[src/rtl/cpu_pkg.sv]
// Shared CPU package: core widths and the ID->EX payload struct.
// Widths: CPU_WIDTH (operand/PC), REG_ADDRW (register index), INST_WIDTH (raw
// instruction), ALUOP_WIDTH (function select). idex_payload_t is reused by IDU/EXU.
package cpu_pkg;

    localparam int unsigned CPU_WIDTH   = 64;
    localparam int unsigned REG_ADDRW   = 5;
    localparam int unsigned INST_WIDTH  = 32;
    localparam int unsigned ALUOP_WIDTH = 8;

    typedef struct packed {
        logic [CPU_WIDTH-1:0]   pc;
        logic [INST_WIDTH-1:0]  inst;
        logic [CPU_WIDTH-1:0]   rs1;
        logic [CPU_WIDTH-1:0]   rs2;
        logic [CPU_WIDTH-1:0]   imm;
        logic [ALUOP_WIDTH-1:0] aluop;
        logic [REG_ADDRW-1:0]   rdid;
        logic                   rdwen;
        logic                   lden;
        logic                   sten;
        logic                   ldstbp;
    } idex_payload_t;

endpackage

[src/rtl/idex_perf_cnt.sv]
// ID/EX performance counters: three 64-bit saturating event counters.
// Ports: i_clk, i_rst_n (async active-low); i_bubble_evt / i_stall_evt /
// i_flush_evt one-cycle event strobes; o_bubble_cnt / o_stall_cnt / o_flush_cnt
// counts. Only instantiated when IDEX_PERF_CNT_EN is defined.
module idex_perf_cnt (
    input  logic        i_clk,
    input  logic        i_rst_n,
    input  logic        i_bubble_evt,
    input  logic        i_stall_evt,
    input  logic        i_flush_evt,
    output logic [63:0] o_bubble_cnt,
    output logic [63:0] o_stall_cnt,
    output logic [63:0] o_flush_cnt
);

    logic [63:0] bubble_q, stall_q, flush_q;

    // Counters stick at all-ones rather than wrapping.
    always_ff @(posedge i_clk or negedge i_rst_n) begin
        if (!i_rst_n) begin
            bubble_q <= '0;
            stall_q  <= '0;
            flush_q  <= '0;
        end else begin
            if (i_bubble_evt && (bubble_q != '1)) bubble_q <= bubble_q + 64'd1;
            if (i_stall_evt  && (stall_q  != '1)) stall_q  <= stall_q  + 64'd1;
            if (i_flush_evt  && (flush_q  != '1)) flush_q  <= flush_q  + 64'd1;
        end
    end

    assign o_bubble_cnt = bubble_q;
    assign o_stall_cnt  = stall_q;
    assign o_flush_cnt  = flush_q;

endmodule

[src/rtl/idex_stage.sv]
// Decode-to-execute pipeline register with valid/ready handshake.
// Captures the decoded instruction plus forwarded rs1/rs2; inserts a bubble on
// i_bubble (load-use) and empties on i_flush. EX-side outputs also feed the
// bypass block as forwarding/hazard sources; payload is qualified by o_ex_valid.
// Ports: i_clk, i_rst_n (async active-low), i_flush, i_bubble,
//   i_id_valid/o_id_ready (ID handshake), o_ex_valid/i_ex_ready (EX handshake),
//   i_pc..i_ldstbp payload in, o_ex_pc..o_ex_ldstbp registered payload out.
// Optional: define IDEX_PERF_CNT_EN to add o_bubble_cnt/o_stall_cnt/o_flush_cnt.
module idex_stage
    import cpu_pkg::*;
#(
    parameter int unsigned XLEN    = CPU_WIDTH,
    parameter int unsigned REG_AW  = REG_ADDRW,
    parameter int unsigned INST_W  = INST_WIDTH,
    parameter int unsigned ALUOP_W = ALUOP_WIDTH
) (
    input  logic               i_clk,
    input  logic               i_rst_n,
    input  logic               i_flush,
    input  logic               i_bubble,
    input  logic               i_id_valid,
    output logic               o_id_ready,
    output logic               o_ex_valid,
    input  logic               i_ex_ready,
    input  logic [XLEN-1:0]    i_pc,
    input  logic [INST_W-1:0]  i_inst,
    input  logic [XLEN-1:0]    i_rs1,
    input  logic [XLEN-1:0]    i_rs2,
    input  logic [XLEN-1:0]    i_imm,
    input  logic [ALUOP_W-1:0] i_aluop,
    input  logic [REG_AW-1:0]  i_rdid,
    input  logic               i_rdwen,
    input  logic               i_lden,
    input  logic               i_sten,
    input  logic               i_ldstbp,
    output logic [XLEN-1:0]    o_ex_pc,
    output logic [INST_W-1:0]  o_ex_inst,
    output logic [XLEN-1:0]    o_ex_rs1,
    output logic [XLEN-1:0]    o_ex_rs2,
    output logic [XLEN-1:0]    o_ex_imm,
    output logic [ALUOP_W-1:0] o_ex_aluop,
    output logic [REG_AW-1:0]  o_ex_rdid,
    output logic               o_ex_rdwen,
    output logic               o_ex_lden,
    output logic               o_ex_sten,
    output logic               o_ex_ldstbp
`ifdef IDEX_PERF_CNT_EN
    ,
    output logic [63:0]        o_bubble_cnt,
    output logic [63:0]        o_stall_cnt,
    output logic [63:0]        o_flush_cnt
`endif
);

    logic          valid_q;
    logic          en;
    logic          acc;
    idex_payload_t payload_d, payload_q;

    assign en         = !valid_q || i_ex_ready;
    assign o_id_ready = en && !i_bubble && !i_flush;
    assign acc        = i_id_valid && o_id_ready;

    always_comb begin
        payload_d        = payload_q;
        payload_d.pc     = i_pc;
        payload_d.inst   = i_inst;
        payload_d.rs1    = i_rs1;
        payload_d.rs2    = i_rs2;
        payload_d.imm    = i_imm;
        payload_d.aluop  = i_aluop;
        payload_d.rdid   = i_rdid;
        // x0 is never a forwarding source.
        payload_d.rdwen  = i_rdwen && (i_rdid != '0);
        payload_d.lden   = i_lden;
        payload_d.sten   = i_sten;
        payload_d.ldstbp = i_ldstbp;
    end

    // Flush beats everything, including backpressure; a bubble with en loads empty.
    always_ff @(posedge i_clk or negedge i_rst_n) begin
        if (!i_rst_n) begin
            valid_q <= 1'b0;
        end else if (i_flush) begin
            valid_q <= 1'b0;
        end else if (en) begin
            valid_q <= acc;
        end
    end

    always_ff @(posedge i_clk or negedge i_rst_n) begin
        if (!i_rst_n) begin
            payload_q <= '0;
        end else if (acc) begin
            payload_q <= payload_d;
        end
    end

    assign o_ex_valid  = valid_q;
    assign o_ex_pc     = payload_q.pc;
    assign o_ex_inst   = payload_q.inst;
    assign o_ex_rs1    = payload_q.rs1;
    assign o_ex_rs2    = payload_q.rs2;
    assign o_ex_imm    = payload_q.imm;
    assign o_ex_aluop  = payload_q.aluop;
    assign o_ex_rdid   = payload_q.rdid;
    assign o_ex_rdwen  = payload_q.rdwen;
    assign o_ex_lden   = payload_q.lden;
    assign o_ex_sten   = payload_q.sten;
    assign o_ex_ldstbp = payload_q.ldstbp;

`ifdef IDEX_PERF_CNT_EN
    idex_perf_cnt u_perf_cnt (
        .i_clk        (i_clk),
        .i_rst_n      (i_rst_n),
        .i_bubble_evt (en && i_bubble && i_id_valid && !i_flush),
        .i_stall_evt  (valid_q && !i_ex_ready),
        .i_flush_evt  (i_flush && valid_q),
        .o_bubble_cnt (o_bubble_cnt),
        .o_stall_cnt  (o_stall_cnt),
        .o_flush_cnt  (o_flush_cnt)
    );
`endif

endmodule

[config.mk]
export PLATFORM = sky130hd
export DESIGN_NAME = idex_stage
export DESIGN_NICKNAME = d
export VERILOG_FILES = /design/src/rtl/cpu_pkg.sv /design/src/rtl/idex_perf_cnt.sv /design/src/rtl/idex_stage.sv
export SDC_FILE = /design/constraint.sdc
export NUM_CORES = 1
export LEC_CHECK = 0
export ABC_AREA = 1
export BUFFER_PORTS_ARGS = -buffer_cell sky130_fd_sc_hd__buf_2
export CAP_MARGIN = 25
export CORE_AREA = 2 2 239 241
export CTS_CLUSTER_DIAMETER = 80
export CTS_CLUSTER_SIZE = 14
export DETAILED_ROUTE_END_ITERATION = 6
export DIE_AREA = 0 0 241 243
export PLACE_DENSITY = 0.43
export SLEW_MARGIN = 15
export SYNTH_ARGS = -nofsm -noshare
export SYNTH_HDL_FRONTEND = slang
export SYNTH_HIERARCHICAL = 1
export SYNTH_SLANG_ARGS = --single-unit
[constraint.sdc]
create_clock -name i_clk -period 2.3 [get_ports i_clk]
set_input_delay 0.575 -clock i_clk [delete_from_list [all_inputs] [get_ports i_clk]]
set_output_delay 0.575 -clock i_clk [all_outputs]
set_load 0.02 [all_outputs]
==> summary.md <==
| Metric | Value |
|---|---|
| Final Cycle Share | `between 80% and 90%` |
| CTS sink cnt | `a little over 300` |
| Die height | `243 µm` |
| Met3 WL post-DR | `3.47 mm` |
| Combinational share of power | `25.2%` |
| # setup viols final | `0` |
| VDD IR max | `0.550 mV` |
| Antenna-violating nets left | `0` |
| Max layer used | `met4` |
| Worst-Margin Slew | `374 ps` |
| CTS tree | `yes` |
| # port buffers | `617` |
| Int Power | `just under 0.01 W` |
| DR vias/cell | `~3.8` |
| Wire per inst | `15.0 µm` |
| Register area share after synthesis | `66.0%` |
| CP Capture Type | `output port` |
| Clk root buf | `clkbuf_16` |
| Fin util | `29.7%` |
| Max-slew headroom | `75.0%` |
| Fmax | `499 MHz` |
| Worst setup path category | `reg -> out` |
| Post-Syn Nets | `1611` |
| # IOs | `618` |
| TritonCTS Buffers | `28` |
| Placed instance area | `0.0158 mm²` |
| Status | `completed` |
| Hpwl dp | `30.9 mm` |
| Sw Ratio | `33.7%` |
| GRT overflow | `0` |
| Clk_lat worst skew | `550 ps` |
| Vias in the first global route | `10500` |
| Resized Gates After CTS | `0` |
| Fin worst setup slack | `296 ps` |
| Cells after Synth | `1300` |
| Starting Density | `20.7%` |
| Hold buffers post-CTS | `1` |
| Fin Setup TNS | `0 ps` |
| Die area | `roughly 0.06 mm²` |
| Routability cong. | `just over 0.8` |
| Arrival @ worst endpoint | `1430 ps` |
| Endpoints failing hold | `0` |
| Min-Delay Path Class | `in -> reg` |
| GRT Overall Usage | `13.2%` |
| Die W | `241 µm` |
| FILL cells | `between 6000 and 7000` |
| DRT Pass-1 Iters | `5` |
| Startpoint Class | `flip-flop` |
| Fin area | `0.0166 mm²` |
| Metal1 wirelength | `16.1 mm` |
| First-pass GRT wire length | `61.3 mm` |
| Clock skew | `14.2 ps` |
| Critical Path RT | `roughly 1700 ps` |
| Area of the multi-input gates | `0.00349 mm²` |
| Layout cells sized above 1 | `36.3%` |
| Mapped Area | `between 0.01 and 0.015 mm²` |
| Reg power frac | `between 40% and 50%` |
| Clk slew on worst S/H paths | `70 ps` |
| P_sw | `just over 0.005 W` |
| H-Tree Level Count | `1` |
| Crit path time final | `2000 ps` |
| P&R area growth vs syn | `43.1%` |
| Largest net degree at the start of global routing | `66` |
| # nets final | `2239` |
| Row count | `87` |
| Wirelength, routed | `40.5 mm` |
| Max Root-Sink Buffers | `3` |
| Lkg Pwr | `9.69 nW` |
| Initial antenna violation count | `4` |
| Avg Synthesized Cell Area | `8.92 µm²` |
| Clk pwr share | `29.4%` |
| Via Count | `10400` |
| Final Slew Violations | `0` |
| DRC | `0` |
| Placeable Area | `0.0560 mm²` |
| Post-synthesis sequential element count | `306` |
| PD cells | `901 mW/mm²` |
| Post-CTS Setup Bufs | `0` |
| Most frequent cells in the layout | `nand2_1 (914), buf_2 (616), dfrtp_1 (306)` |
| Most common cell after layout, fill and taps aside | `nand2_1` |
| Met2 WL | `20.2 mm` |
| Worst-path fanout max | `3` |
| Ys Warns | `6` |
| Dpl ws | `259 ps` |
| Unrepaired setup endpoints after global routing | `false` |
| Sequential cell area | `0.00766 mm²` |
| Distinct cells, synth | `11` |
| Hold slack | `about 200 ps` |
| Initial DRC Count | `338` |
| Max-Cap Viols | `0` |
==> cell families (layout without fill, tap and decap cells) <==
family                 count (synthesis)  in the layout  share of synthesized area [%]
flip-flops                           306            306                           66.0
other                                  0              4                              0
buffers and inverters                 71            707                           3.99
AO/OA/AOI/OAI                          2              2                         0.0863
AND/OR/NAND/NOR                      921            921                           29.9
==> power groups by stage <==
stage / registers [W] / logic, W / clock network, W
floorplan: 0.00801 / 0.000882 / 0
global placement: 0.00686 / 0.00383 / 0
detailed placement: 0.00686 / 0.00385 / 0
CTS: 0.00679 / 0.00385 / 0.00461
global route: 0.00690 / 0.00413 / 0.00478
finish: 0.00679 / 0.00377 / 0.00439
==> flip-flops by register name (all words and copies together), names as in the netlist <==
signal,flops
o_ex_rdid,5
o_ex_aluop,8
o_ex_valid,1
o_ex_rs2,64
o_ex_imm,64
o_ex_inst,32
o_ex_pc,64
o_ex_rs1,64
o_ex_sten,1
o_ex_rdwen,1
o_ex_lden,1
o_ex_ldstbp,1
==> through the flow <==
stage,power [W],instances
after floorplan,0.00889,1300
after CTS,0.0152,2692
after detailed placement,0.0107,2653
final,0.0150,2696
after global placement,0.0107,2653
after global routing,0.0158,2694
==> critical path: stages, from the launching register on <==
cell	delay [ps]
dfrtp_1	390
nand2_1	140
nand2_1	120
inv_1	70
buf_2	150
==> path summary, 6_finish.rpt <==
kind	start	slack [ps]	depth (start not counted)	endpoint
max	o_ex_valid	300	4	o_id_ready
min	i_imm[60]	200	3	o_ex_imm[60]
max reg2reg	o_ex_valid	650	7	o_ex_rs1[9]
min reg2reg	o_ex_pc[3]	470	2	o_ex_pc[3]
max in group asynchronous	i_rst_n	1060	4	o_ex_imm[15]
min in group asynchronous	i_rst_n	460	2	o_ex_inst[17]
==> cells in the mapped netlist <==
cell        n  share of area (%)
buf_2      31                1.3
buf_4      16                1.0
buf_6      13                1.3
o21ai_0     2              0.086
nor2_4      1              0.097
inv_1       4               0.13
nand2_1   914                 30
clkbuf_1    7               0.23
dfrtp_1   306                 66
nor2_1      3              0.097
nand3_1     3               0.13
==> layer usage <==
| layer | GRT usage (%) | vias to the layer above |
|---|---|---|
| met1 | 15.6 | 4836 |
| met3 | 3.81 | 46 |
| met4 | 3.52 | 0 |
| li1 | - | 5135 |
| met2 | 23.1 | 353 |
| met5 | 0 | - |
==> cell type report <==
| type | count | share of cell area [%] |
|---|---|---|
| multi-input combinational | 923 | 21.0 |
| timing repair buffer | 665 | 22.1 |
| inverter | 4 | 0.0904 |
| clock inverter | 6 | 0.324 |
| tap | 756 | 5.70 |
| clock buffer | 32 | 4.56 |
| antenna | 4 | 0.0603 |
| sequential | 306 | 46.1 |
No activity file was read; power rests on OpenSTA's default activity.
